==> src/rtl/pixel_downscaler_pkg.sv <==
// Shared constants for the pixel downscaler: RGB565 field layout and the
// fixed-point luma coefficients used by the grayscale converter.
package pixel_downscaler_pkg;

  localparam int R_MSB = 15;
  localparam int R_LSB = 11;
  localparam int G_MSB = 10;
  localparam int G_LSB = 5;
  localparam int B_MSB = 4;
  localparam int B_LSB = 0;

  localparam logic [15:0] COEF_R = 16'd77;
  localparam logic [15:0] COEF_G = 16'd150;
  localparam logic [15:0] COEF_B = 16'd29;
  localparam int          GRAY_SHIFT = 8;

  // Replicate MSBs into the new LSBs so full-scale inputs map to 255.
  function automatic logic [7:0] expand5(input logic [4:0] v);
    return {v, v[4:2]};
  endfunction

  function automatic logic [7:0] expand6(input logic [5:0] v);
    return {v, v[5:4]};
  endfunction

endpackage

==> src/rtl/pixel_downscaler_if.sv <==
// Pixel stream bundle: RGB565 input from capture, grayscale output toward
// the AXI write master.
interface pixel_downscaler_if #(
  parameter int RGB_PXL_W = 16,
  parameter int GS_PXL_W  = 8
);
  logic [RGB_PXL_W-1:0] dpc_pxl_i;
  logic                 dpc_sof_i;
  logic                 dpc_vld_i;
  logic                 dpc_rdy_o;
  logic [GS_PXL_W-1:0]  pdf_pxl_o;
  logic                 pdf_vld_o;
  logic                 pdf_rdy_i;

  modport slave (
    input  dpc_pxl_i, dpc_sof_i, dpc_vld_i, pdf_rdy_i,
    output dpc_rdy_o, pdf_pxl_o, pdf_vld_o
  );

  modport master (
    output dpc_pxl_i, dpc_sof_i, dpc_vld_i, pdf_rdy_i,
    input  dpc_rdy_o, pdf_pxl_o, pdf_vld_o
  );
endinterface

==> src/rtl/pixel_gray_conv.sv <==
// Combinational RGB565 to 8-bit grayscale: weighted sum of expanded
// channels, truncated by the fixed-point shift.
module pixel_gray_conv
  import pixel_downscaler_pkg::*;
#(
  parameter int RGB_PXL_W = 16,
  parameter int GS_PXL_W  = 8
) (
  input  logic [RGB_PXL_W-1:0] rgb_i,
  output logic [GS_PXL_W-1:0]  gray_o
);

  logic [7:0]  r8;
  logic [7:0]  g8;
  logic [7:0]  b8;
  logic [15:0] wsum;

  // Worst case 256*255 = 65280, so the 16-bit sum never wraps.
  always_comb begin
    r8     = expand5(rgb_i[R_MSB:R_LSB]);
    g8     = expand6(rgb_i[G_MSB:G_LSB]);
    b8     = expand5(rgb_i[B_MSB:B_LSB]);
    wsum   = COEF_R * {8'd0, r8} + COEF_G * {8'd0, g8} + COEF_B * {8'd0, b8};
    gray_o = GS_PXL_W'(wsum >> GRAY_SHIFT);
  end

endmodule

==> src/rtl/sync_fifo.sv <==
// Single-clock first-word-fall-through FIFO; the head holds the last popped
// word while empty.
module sync_fifo #(
  parameter int WIDTH = 8,
  parameter int DEPTH = 32
) (
  input  logic                       clk,
  input  logic                       rst_n,
  input  logic                       wr_en_i,
  input  logic [WIDTH-1:0]           wr_data_i,
  input  logic                       rd_en_i,
  output logic [WIDTH-1:0]           rd_data_o,
  output logic                       empty_o,
  output logic [$clog2(DEPTH):0]     count_o
);

  localparam int AW = $clog2(DEPTH);

  logic [WIDTH-1:0] mem_q [DEPTH];
  logic [AW-1:0]    wrPtr_q;
  logic [AW-1:0]    rdPtr_q;
  logic [AW:0]      count_q;
  logic [WIDTH-1:0] lastOut_q;
  logic             empty;
  logic             full;
  logic             wrOk;
  logic             rdOk;

  assign empty = (count_q == '0);
  assign full  = (count_q == (AW+1)'(DEPTH));
  assign wrOk  = wr_en_i & ~full;
  assign rdOk  = rd_en_i & ~empty;

  always_ff @(posedge clk) begin
    if (wrOk) mem_q[wrPtr_q] <= wr_data_i;
  end

  always_ff @(posedge clk or negedge rst_n) begin
    if (!rst_n) begin
      wrPtr_q   <= '0;
      rdPtr_q   <= '0;
      count_q   <= '0;
      lastOut_q <= '0;
    end else begin
      if (wrOk) wrPtr_q <= wrPtr_q + 1'b1;
      if (rdOk) begin
        rdPtr_q   <= rdPtr_q + 1'b1;
        lastOut_q <= mem_q[rdPtr_q];
      end
      case ({wrOk, rdOk})
        2'b10:   count_q <= count_q + 1'b1;
        2'b01:   count_q <= count_q - 1'b1;
        default: count_q <= count_q;
      endcase
    end
  end

  assign rd_data_o = empty ? lastOut_q : mem_q[rdPtr_q];
  assign empty_o   = empty;
  assign count_o   = count_q;

endmodule

==> src/rtl/pixel_downscaler.sv <==
// RGB565 raster stream to 2x2-averaged grayscale: convert, pair horizontally,
// combine with the stored even row, and queue results in an output FIFO.
module pixel_downscaler
  import pixel_downscaler_pkg::*;
#(
  parameter int IN_W       = 640,
  parameter int IN_H       = 480,
  parameter int RGB_PXL_W  = 16,
  parameter int GS_PXL_W   = 8,
  parameter int FIFO_DEPTH = 32
) (
  input  logic               clk,
  input  logic               rst_n,
  pixel_downscaler_if.slave  bus
);

  localparam int COL_W = $clog2(IN_W);
  localparam int ROW_W = $clog2(IN_H);
  localparam int IDX_W = $clog2(IN_W/2);
  localparam int CNT_W = $clog2(FIFO_DEPTH) + 1;

  logic                inHs;
  logic [GS_PXL_W-1:0] grayIn;
  logic [COL_W-1:0]    curCol;
  logic [ROW_W-1:0]    curRow;
  logic [COL_W-1:0]    colCnt_q, colCnt_d;
  logic [ROW_W-1:0]    rowCnt_q, rowCnt_d;

  logic                s1Vld_q;
  logic [GS_PXL_W-1:0] s1Gray_q;
  logic                s1OddCol_q;
  logic                s1OddRow_q;
  logic [IDX_W-1:0]    s1Idx_q;
  logic [GS_PXL_W-1:0] hold_q;

  logic [GS_PXL_W:0]   pair;
  logic [GS_PXL_W+1:0] sum;
  logic [GS_PXL_W:0]   lineBuf_q [IN_W/2];
  logic                s2Wr_q;
  logic [GS_PXL_W-1:0] s2Pxl_q;

  logic [CNT_W-1:0]    fifoCnt;
  logic                fifoEmpty;
  logic [GS_PXL_W-1:0] fifoHead;

  assign inHs = bus.dpc_vld_i & bus.dpc_rdy_o;

  pixel_gray_conv #(.RGB_PXL_W(RGB_PXL_W), .GS_PXL_W(GS_PXL_W)) u_gray (
    .rgb_i  (bus.dpc_pxl_i),
    .gray_o (grayIn)
  );

  // SOF overrides the counters, which is what discards any partial block.
  always_comb begin
    curCol   = bus.dpc_sof_i ? '0 : colCnt_q;
    curRow   = bus.dpc_sof_i ? '0 : rowCnt_q;
    colCnt_d = colCnt_q;
    rowCnt_d = rowCnt_q;
    if (inHs) begin
      if (curCol == COL_W'(IN_W-1)) begin
        colCnt_d = '0;
        rowCnt_d = (curRow == ROW_W'(IN_H-1)) ? '0 : curRow + 1'b1;
      end else begin
        colCnt_d = curCol + 1'b1;
        rowCnt_d = curRow;
      end
    end
  end

  always_ff @(posedge clk or negedge rst_n) begin
    if (!rst_n) begin
      colCnt_q   <= '0;
      rowCnt_q   <= '0;
      s1Vld_q    <= 1'b0;
      s1Gray_q   <= '0;
      s1OddCol_q <= 1'b0;
      s1OddRow_q <= 1'b0;
      s1Idx_q    <= '0;
    end else begin
      colCnt_q <= colCnt_d;
      rowCnt_q <= rowCnt_d;
      s1Vld_q  <= inHs;
      if (inHs) begin
        s1Gray_q   <= grayIn;
        s1OddCol_q <= curCol[0];
        s1OddRow_q <= curRow[0];
        s1Idx_q    <= IDX_W'(curCol >> 1);
      end
    end
  end

  always_comb begin
    pair = {1'b0, hold_q} + {1'b0, s1Gray_q};
    sum  = {1'b0, pair} + {1'b0, lineBuf_q[s1Idx_q]};
  end

  always_ff @(posedge clk or negedge rst_n) begin
    if (!rst_n) begin
      hold_q  <= '0;
      s2Wr_q  <= 1'b0;
      s2Pxl_q <= '0;
    end else begin
      s2Wr_q <= s1Vld_q & s1OddCol_q & s1OddRow_q;
      if (s1Vld_q & ~s1OddCol_q) hold_q <= s1Gray_q;
      if (s1Vld_q & s1OddCol_q & s1OddRow_q) s2Pxl_q <= GS_PXL_W'(sum >> 2);
    end
  end

  always_ff @(posedge clk) begin
    if (s1Vld_q & s1OddCol_q & ~s1OddRow_q) lineBuf_q[s1Idx_q] <= pair;
  end

  sync_fifo #(.WIDTH(GS_PXL_W), .DEPTH(FIFO_DEPTH)) u_fifo (
    .clk       (clk),
    .rst_n     (rst_n),
    .wr_en_i   (s2Wr_q),
    .wr_data_i (s2Pxl_q),
    .rd_en_i   (bus.pdf_rdy_i),
    .rd_data_o (fifoHead),
    .empty_o   (fifoEmpty),
    .count_o   (fifoCnt)
  );

  // Two slots stay free for results already inside the pipeline.
  assign bus.dpc_rdy_o = (fifoCnt < CNT_W'(FIFO_DEPTH-2));
  assign bus.pdf_vld_o = ~fifoEmpty;
  assign bus.pdf_pxl_o = fifoHead;

endmodule

==> src/flat_wrapper.sv <==
// flat-port wrapper written by rule: the top's interface ports become plain ports
module pixel_downscaler_flat import pixel_downscaler_pkg::*;
#(
  parameter int IN_W       = 640,
  parameter int IN_H       = 480,
  parameter int RGB_PXL_W  = 16,
  parameter int GS_PXL_W   = 8,
  parameter int FIFO_DEPTH = 32
)
  (clk, rst_n, bus_dpc_pxl_i, bus_dpc_sof_i, bus_dpc_vld_i, bus_pdf_rdy_i, bus_dpc_rdy_o, bus_pdf_pxl_o, bus_pdf_vld_o);
  pixel_downscaler_if #(.RGB_PXL_W(RGB_PXL_W), .GS_PXL_W(GS_PXL_W)) bus_i ();
  input  logic clk;
  input  logic rst_n;
  input wire logic [$bits(bus_i.dpc_pxl_i)-1:0] bus_dpc_pxl_i;
  input wire logic [$bits(bus_i.dpc_sof_i)-1:0] bus_dpc_sof_i;
  input wire logic [$bits(bus_i.dpc_vld_i)-1:0] bus_dpc_vld_i;
  input wire logic [$bits(bus_i.pdf_rdy_i)-1:0] bus_pdf_rdy_i;
  output wire logic [$bits(bus_i.dpc_rdy_o)-1:0] bus_dpc_rdy_o;
  output wire logic [$bits(bus_i.pdf_pxl_o)-1:0] bus_pdf_pxl_o;
  output wire logic [$bits(bus_i.pdf_vld_o)-1:0] bus_pdf_vld_o;
  assign bus_i.dpc_pxl_i = bus_dpc_pxl_i;
  assign bus_i.dpc_sof_i = bus_dpc_sof_i;
  assign bus_i.dpc_vld_i = bus_dpc_vld_i;
  assign bus_i.pdf_rdy_i = bus_pdf_rdy_i;
  assign bus_dpc_rdy_o = bus_i.dpc_rdy_o;
  assign bus_pdf_pxl_o = bus_i.pdf_pxl_o;
  assign bus_pdf_vld_o = bus_i.pdf_vld_o;
  pixel_downscaler #(.IN_W(IN_W), .IN_H(IN_H), .RGB_PXL_W(RGB_PXL_W), .GS_PXL_W(GS_PXL_W), .FIFO_DEPTH(FIFO_DEPTH)) u_core (.clk(clk), .rst_n(rst_n), .bus(bus_i));
endmodule
==> config.mk <==
export PLATFORM = sky130hd
export DESIGN_NAME = pixel_downscaler_flat
export DESIGN_NICKNAME = d
export VERILOG_FILES = /design/src/rtl/pixel_downscaler_pkg.sv /design/src/rtl/pixel_downscaler_if.sv /design/src/rtl/pixel_gray_conv.sv /design/src/rtl/sync_fifo.sv /design/src/rtl/pixel_downscaler.sv /design/src/flat_wrapper.sv
export SDC_FILE = /design/constraint.sdc
export NUM_CORES = 2
export LEC_CHECK = 0
export CELL_PAD_IN_SITES_DETAIL_PLACEMENT = 1
export CELL_PAD_IN_SITES_GLOBAL_PLACEMENT = 2
export CORE_MARGIN = 1
export CORE_UTILIZATION = 50
export DETAILED_ROUTE_END_ITERATION = 16
export DONT_BUFFER_PORTS = 1
export PLACE_DENSITY_LB_ADDON = 0.15
export SLEW_MARGIN = 40
export SYNTH_ARGS = -nofsm -noshare
export SYNTH_HDL_FRONTEND = slang
export SYNTH_SLANG_ARGS = --single-unit
export TNS_END_PERCENT = 10
==> constraint.sdc <==
create_clock -name clk -period 16.28 [get_ports clk]
set_input_delay 3.256 -clock clk [delete_from_list [all_inputs] [get_ports clk]]
set_output_delay 3.256 -clock clk [all_outputs]
set_load 0.05 [all_outputs]
Yosys cells after proc, flatten, opt, wreduce, memory -nomap -nowiden:

Memories as Yosys holds them, arrays and structs flattened.
Index checks and enable logic that the tools add are counted.

* mux-type cells: 11
* bitwise logic cells: 11
* add/subtract/negate cells: 10
* multiply operators: 3
* equality and inequality tests: 5
* $lt $le $gt $ge: 1
* reductions and logical operators: 2

Operators with widths (number)
* $mul 7x8->15 const A: 2
* $mux 9: 3
* $mux 10: 2
* $add 15x16->16: 1
* $add 16x13->16: 1
* $mul 5x8->13 const A: 1
* $pmux 6 s2: 1
* $add 10x1->10 const B: 1
* $add 5x1->5 const B: 2
* $add 9x9->10: 1
* $eq 10x10->1 const B: 1
* $add 8x8->9: 1
* $add 9x1->9 const B: 1
* $eq 9x9->1 const B: 1
* $mux 8: 1
* $and 1x1->1: 7
* $add 6x1->6 const B: 1
* $eq 6x6->1 const B: 1
* $logic_not 6->1: 1
* $lt 6x5->1 const B: 1
* $sub 6x1->6 const B: 1
* $mux 1: 4
* $not 1->1: 4
* $eq 2x1->1 const B: 1
* 2 further kinds: 2

* output and inout bits: 10
* input port bits: 21
* memories: 2
* register bits: 80
* memory bits (writable): 3136
* logic and storage cells: 59

Memories
* u_core.lineBuf_q: depth 320, bits a word 9, read ports 1, clocked after Yosys merged registers in 0, write ports 1, line pixel_downscaler.sv:38 `logic [GS_PXL_W:0] lineBuf_q [IN_W/2];`
* u_core.u_fifo.mem_q: depth 32, bits a word 8, read ports 1, clocked after Yosys merged registers in 0, write ports 1, line sync_fifo.sv:19 `logic [WIDTH-1:0] mem_q [DEPTH];`

Longest topological paths before layout:

* word-level depth: 5
* gate-level depth with buffers: 24
* depth with buffers taken out: 24

By module:

Synthesis repeated with hierarchy kept, for this count alone.

* cell total of the unflattened synthesis: 6019
* area total of the unflattened synthesis: 128574.6 um^2

Modules (own cells, without submodules)
* pixel_downscaler: sequential area each 87884.3 um^2, cells an instance 5033, times used 1, area each 114135.7 um^2
* sync_fifo: sequential area each 8287.9 um^2, cells an instance 665, times used 1, area each 11340.9 um^2
* pixel_gray_conv: sequential area each 0.0 um^2, cells an instance 321, times used 1, area each 3098.0 um^2

Worst setup path after synthesis:

No wires, ideal clock.

* kind: reg-to-reg
* start point: register u_core.s1Gray_q[0]
* end point: register u_core.s2Pxl_q[4]
* data arrival time: 12572 ps
* buffers on the path: 1
* cell stages (with the launch flop): 12
* path slack: 3582 ps
* period minus slack after synthesis: 12698 ps
* cell sequence: dfrtp_1 > ha_1 > inv_1 > fa_1 > xnor2_1 > ha_1 > and2b_2 > o41a_1 > o41a_1 > buf_6 > a21o_1 > a221o_1

* longest elaborated chain between the ends: 2

Ends and longest elaborated chain
* start: declaration: line pixel_downscaler.sv:30 `logic [GS_PXL_W-1:0] s1Gray_q;`
* start signal: assignment: line pixel_downscaler.sv:84 `s1Gray_q <= grayIn;`
* $add 8x8->9: line pixel_downscaler.sv:93 `pair = {1'b0, hold_q} + {1'b0, s1Gray_q};`
* named net u_core.pair[2]: line pixel_downscaler.sv:36 `logic [GS_PXL_W:0] pair;`
* $add 9x9->10: line pixel_downscaler.sv:94 `sum = {1'b0, pair} + {1'b0, lineBuf_q[s1Idx_q]};`
* end signal: assignment: line pixel_downscaler.sv:105 `if (s1Vld_q & s1OddCol_q & s1OddRow_q) s2Pxl_q <= GS_PXL_W'(sum >> 2);`
* end: declaration: line pixel_downscaler.sv:40 `logic [GS_PXL_W-1:0] s2Pxl_q;`

The timed path passes the listed nets, and every way through them passes these cells.
A chain may end at the register's enable or synchronous reset.

Worst setup path after layout:

* start point: input port bus_dpc_pxl_i[7]
* end point: register u_core.s1Gray_q[7]

* longest elaborated chain between the ends: 3

Ends and longest elaborated chain
* start: declaration: line flat_wrapper.sv:14 `input wire logic [$bits(bus_i.dpc_pxl_i)-1:0] bus_dpc_pxl_i;`
* $mul 7x8->15: line pixel_gray_conv.sv:23 `wsum = COEF_R * {8'd0, r8} + COEF_G * {8'd0, g8} + COEF_B * {8'd0, b8};`
* $add 15x16->16: line pixel_gray_conv.sv:23
* $add 16x13->16: line pixel_gray_conv.sv:23

Every way passes these cells.

==> reports/summary.md <==
The flow ran to the end, and the final reports show no timing, DRC or antenna violations. The library cell used most frequently in the layout, excluding fill and tap cells, is edfxtp_1. Across the run, the number of max-cap violations was 0. Minimum period implied by the final worst setup slack: 8.055 ns. Summing all multi-input logic gate instances after layout gives 31140 um2.

The number of buffers and inverters on the critical path is 4. In this run the static leakage power is 0.04313 uW. Across the VDD grid, the largest voltage drop is 0.2792 mV.

Per report_power, the combinational group accounts for 27.7% of the total. In this run, distinct cell masters in the synthesized netlist total 74. The peak per-stage delay on the critical path is 0.52 ns, and the number of global-route vias before repair is 62.53k.

The number of detailed-route iterations in the first pass came out at 7. Once detail routing completed, the nets flagged for antenna violations numbered 0. CTS placed an instance of clkbuf_16 at the clock tree root. The worst path uses 49.48% of the clock period.

The growth of design area from synthesis to finish was 12.23%. In this run, post-CTS hold repair placed 0 buffers. The signal on the critical path passes through ha_1, ha_1, inv_1, fa_1, fa_1, inv_1, ha_1, xnor2_1, fa_1, fa_1, inv_1, fa_1, fa_1, inv_1, ha_1, and2_1, o21ai_0, o211ai_1, a41oi_1, a211o_1, nand3_1. The gate count of the mapped netlist was 5841; the global-route wire length before repair was 469000 um. For the fraction of power consumed by sequential logic, the log shows 45.1%. The via count normalized by instance count works out to 6.266. The number of flops mapped to enable cells by yosys works out to 3136.

The worst setup path is captured at a flop. After synthesis, the mean cell area works out to 21.96 um2. Static timing analysis puts the maximum clock frequency at 0.1241 GHz. The largest net degree at the start of global routing is 189, and the final number of hold-violating endpoints is 0.

Wires add up to 326400 um. The initial cell density of the core was 50.37%. The pin slew with the least headroom to its limit was 0.9035 ns; the maximum fanout count along the critical path was 4. The worst setup slack for register-to-register paths was 8.78 ns. The number of H-tree levels is 5, and the total congestion overflow after global routing is 0. At the later pin of the worst-skew pair, clock insertion delay measures 0.96 ns. The worst setup path is of the input pin to flop kind. The min-delay analysis places its worst path in the category flop to flop. The total number of yosys warnings was 0; the worst slew margin relative to its limit was 39.77%. Buffers placed on the I/O ports in this run total 0. The detailed router finished its first iteration with 5807 violations. The internal portion of the total power is 18810 uW. The mapped netlist covers 128300 um2. The routed wirelength normalized by instance count works out to 33.92 um. Post-CTS repair changed the size of 0 cells. In this run the power density over the cells is 190.6 nW/um2.

Counting flops and latches in the post-synthesis netlist gives 3216. The maximum clock path buffer count came out at 4. Setup violations remaining at the end of the flow were counted as 0. The post-route netlist has 31.55% of its cells at a drive strength greater than 1. The routed layout has 60.30k vias. The run gives 10 as the initial antenna violation count.

The number of post-CTS setup repair buffers is 0, and the number of ports placed on the die boundary is 31. The congestion estimate from routability-driven global placement came to 0.7943. In this run switching power makes up 31.44% of total power.

Fill cells in the final layout number 21.17k. The share of flip-flops with an asynchronous set or reset after synthesis was 2.488%; the share of total power in the clock network was 27.2%. The logs give 74.98% for the proportion of synthesized chip area in sequential cells and 25.58% for the total routing usage reported by global routing. The number of nets at the end of the flow is 6187, and the number of nets produced by synthesis is 6029. The floorplan step set the die width to 508.5 um.

The initialized floorplan defines 185 standard-cell rows. After floorplanning, the core was sized to cover 254600 um2. The number of sinks on the clock net was 3216. The critical-path cell with the highest stage delay was fa_1. After detailed routing, the number of remaining DRC violations is 0. TritonCTS built the clock tree. The dominant cell type by count on the critical path is fa_1.

In this design, the largest share of critical-path delay is due to adder cells. The worst setup skew after layout was 0.06757 ns; the number of pins with negative max-slew slack in the final report was 0. Clock-pin slew was measured on the worst setup and hold paths at 0.06 ns. Overall die height: 508.5 um. Detailed placement ended at an HPWL of 197600 um. Setup total negative slack on the finished layout was measured at 0 ns.

The logs give 258500 um2 for the floorplan die area and 96210 um2 for the area taken by flip-flops and latches. The required time of the critical path came out at 17.07 ns. Setup repair after global routing left no endpoint under its margin. In the synthesized netlist the dominant register cell turns out to be edfxtp_1. Data arrives at the worst endpoint at 8.84 ns. Buffers inserted during clock tree synthesis total 344. The design draws 27430 uW. The worst setup path is launched from an input pin. Leaving out fill and tap cells, the most frequent cells in the layout are 3136 x edfxtp_1, 949 x mux4_2, 350 x clkbuf_16. In this run the power spent charging and discharging nets is 8625 uW.
[power by group through the flow]
stage / logic, uW / registers (uW) / clock network (uW)
6_report: 7590 / 12400 / 7470
5_1_grt: 8170 / 12400 / 7840
4_1_cts: 7580 / 12400 / 7580
3_3_place_gp: 7230 / 12600 / 0
2_1_floorplan: 4410 / 13900 / 0
3_5_place_dp: 7600 / 12600 / 0
[through the flow]
step / instances / hold slack, ns / worst slack [ns] / instance area, um2 / utilization [%]
4_1_cts: 9611 / 0.4888 / 8.229 / 143600 / 56.42
6_report: 9623 / 0.4848 / 8.225 / 143900 / 56.53
3_5_place_dp: 9013 / 0.4755 / 7.273 / 133100 / 52.27
5_1_grt: 9620 / 0.5094 / 7.873 / 143900 / 56.53
2_1_floorplan: 5841 / 0.4505 / 3.582 / 128300 / -
3_3_place_gp: 9013 / 0.4627 / 7.269 / 132200 / 51.92
[flip-flops by register name (all words and copies together) (netlist names)]
register and flops:
u_core.s2Pxl_q 8, u_core.u_fifo.mem_q 256, u_core.u_fifo.count_o 6, u_core.s2Wr_q 1
u_core.s1Vld_q 1, u_core.u_fifo.wrPtr_q 5, u_core.u_fifo.rdPtr_q 5, u_core.colCnt_q 10
u_core.s1Gray_q 8, u_core.lineBuf_q 2880, u_core.s1OddCol_q 1, u_core.s1OddRow_q 1
u_core.hold_q 8, u_core.rowCnt_q 9, u_core.s1Idx_q 9, u_core.u_fifo.lastOut_q 8
[final timing paths]
| check | from | endpoint | cells past startpoint |
|---|---|---|---|
| min in group asynchronous | rst_n | u_core.u_fifo.rdPtr_q[1] | 0 |
| worst max-delay path | bus_dpc_pxl_i[7] | u_core.s1Gray_q[7] | 21 |
| worst max register to register | u_core.s1Idx_q[0] | u_core.s2Pxl_q[4] | 16 |
| worst min register to register | u_core.u_fifo.lastOut_q[4] | u_core.u_fifo.lastOut_q[4] | 2 |
| worst min-delay path | u_core.u_fifo.lastOut_q[4] | u_core.u_fifo.lastOut_q[4] | 2 |
| max in group asynchronous | rst_n | u_core.s1Idx_q[2] | 0 |
[cells by family (layout without fill, tap and decap cells)]
family          count (synthesis)  in the layout  synth area share, %
mux                          1081           1081                17.83
fa+ha+maj                     167            167                1.957
simple gates                  656            656                2.165
compound gates                236            236                1.236
other cells                     0              6                    0
flops                        3216           3216                74.98
buf+inv                       447            857                1.566
xor+xnor                       38             38               0.2595
[routing by layer]
metal | track usage (%) | routed length [um] | share of wire, % | vias to the layer above
li1 | - | - | - | 24620
met1 | 37.33 | 138700 | 43 | 33070
met2 | 40.49 | 157800 | 48 | 2139
met3 | 4.221 | 21590 | 6.6 | 472
met4 | 6.716 | 8331 | 2.6 | 2
met5 | 0 | 13 | 0.0040 | -
[cell type report]
cell class                      count  share of cell area, %
Sequential cell                  3216                  66.84
Multi-Input combinational cell   2178                  21.64
Clock buffer                      430                  6.307
Tap cell                         3366                  2.926
Clock inverter                    168                  1.022
Timing Repair Buffer              132                 0.9214
Inverter                          127                 0.3364
Antenna cell                        6                0.01043
[cells in the mapped netlist (5+ instances only)]
master    instances  share of area [%]
o21bai_1         11              0.064
mux4_1            9               0.18
o21ai_0          63               0.25
ha_1            111                1.1
edfxtp_1       3136                 73
buf_1            44               0.13
buf_4             7              0.041
a211oi_1          8              0.047
xor2_1           15               0.10
a21oi_1          48               0.19
fa_1             56               0.87
clkbuf_1        130               0.38
a22o_1            8              0.055
nor2_1          387                1.1
inv_1           126               0.37
mux2i_1          99               0.77
nand4_1          10              0.049
nand2b_1         14              0.068
mux2_2           24               0.21
dfrtp_1          80                1.6
a221o_1           6              0.047
buf_6            15               0.13
o31ai_1           7              0.041
nand3_1          33               0.13
buf_2           120               0.47
a21o_1           14              0.082
xnor2_1          23               0.16
nand3b_1          6              0.035
nor2b_1          16              0.078
nand2_1         135               0.40
and3_1            8              0.039
or2_2             5              0.024
a22oi_1          27               0.16
mux4_2          949                 17
and2_1            5              0.024
nor3_1           12              0.047
nor3b_1           6              0.035
[worst min-delay path, delay by kind of cell (launching register included)]
kind / cells / cell delay (ns)
flops: 1 / 0.34
compound gates: 1 / 0.06
simple gates: 1 / 0.05
No activity file was read; power rests on OpenSTA's default activity.
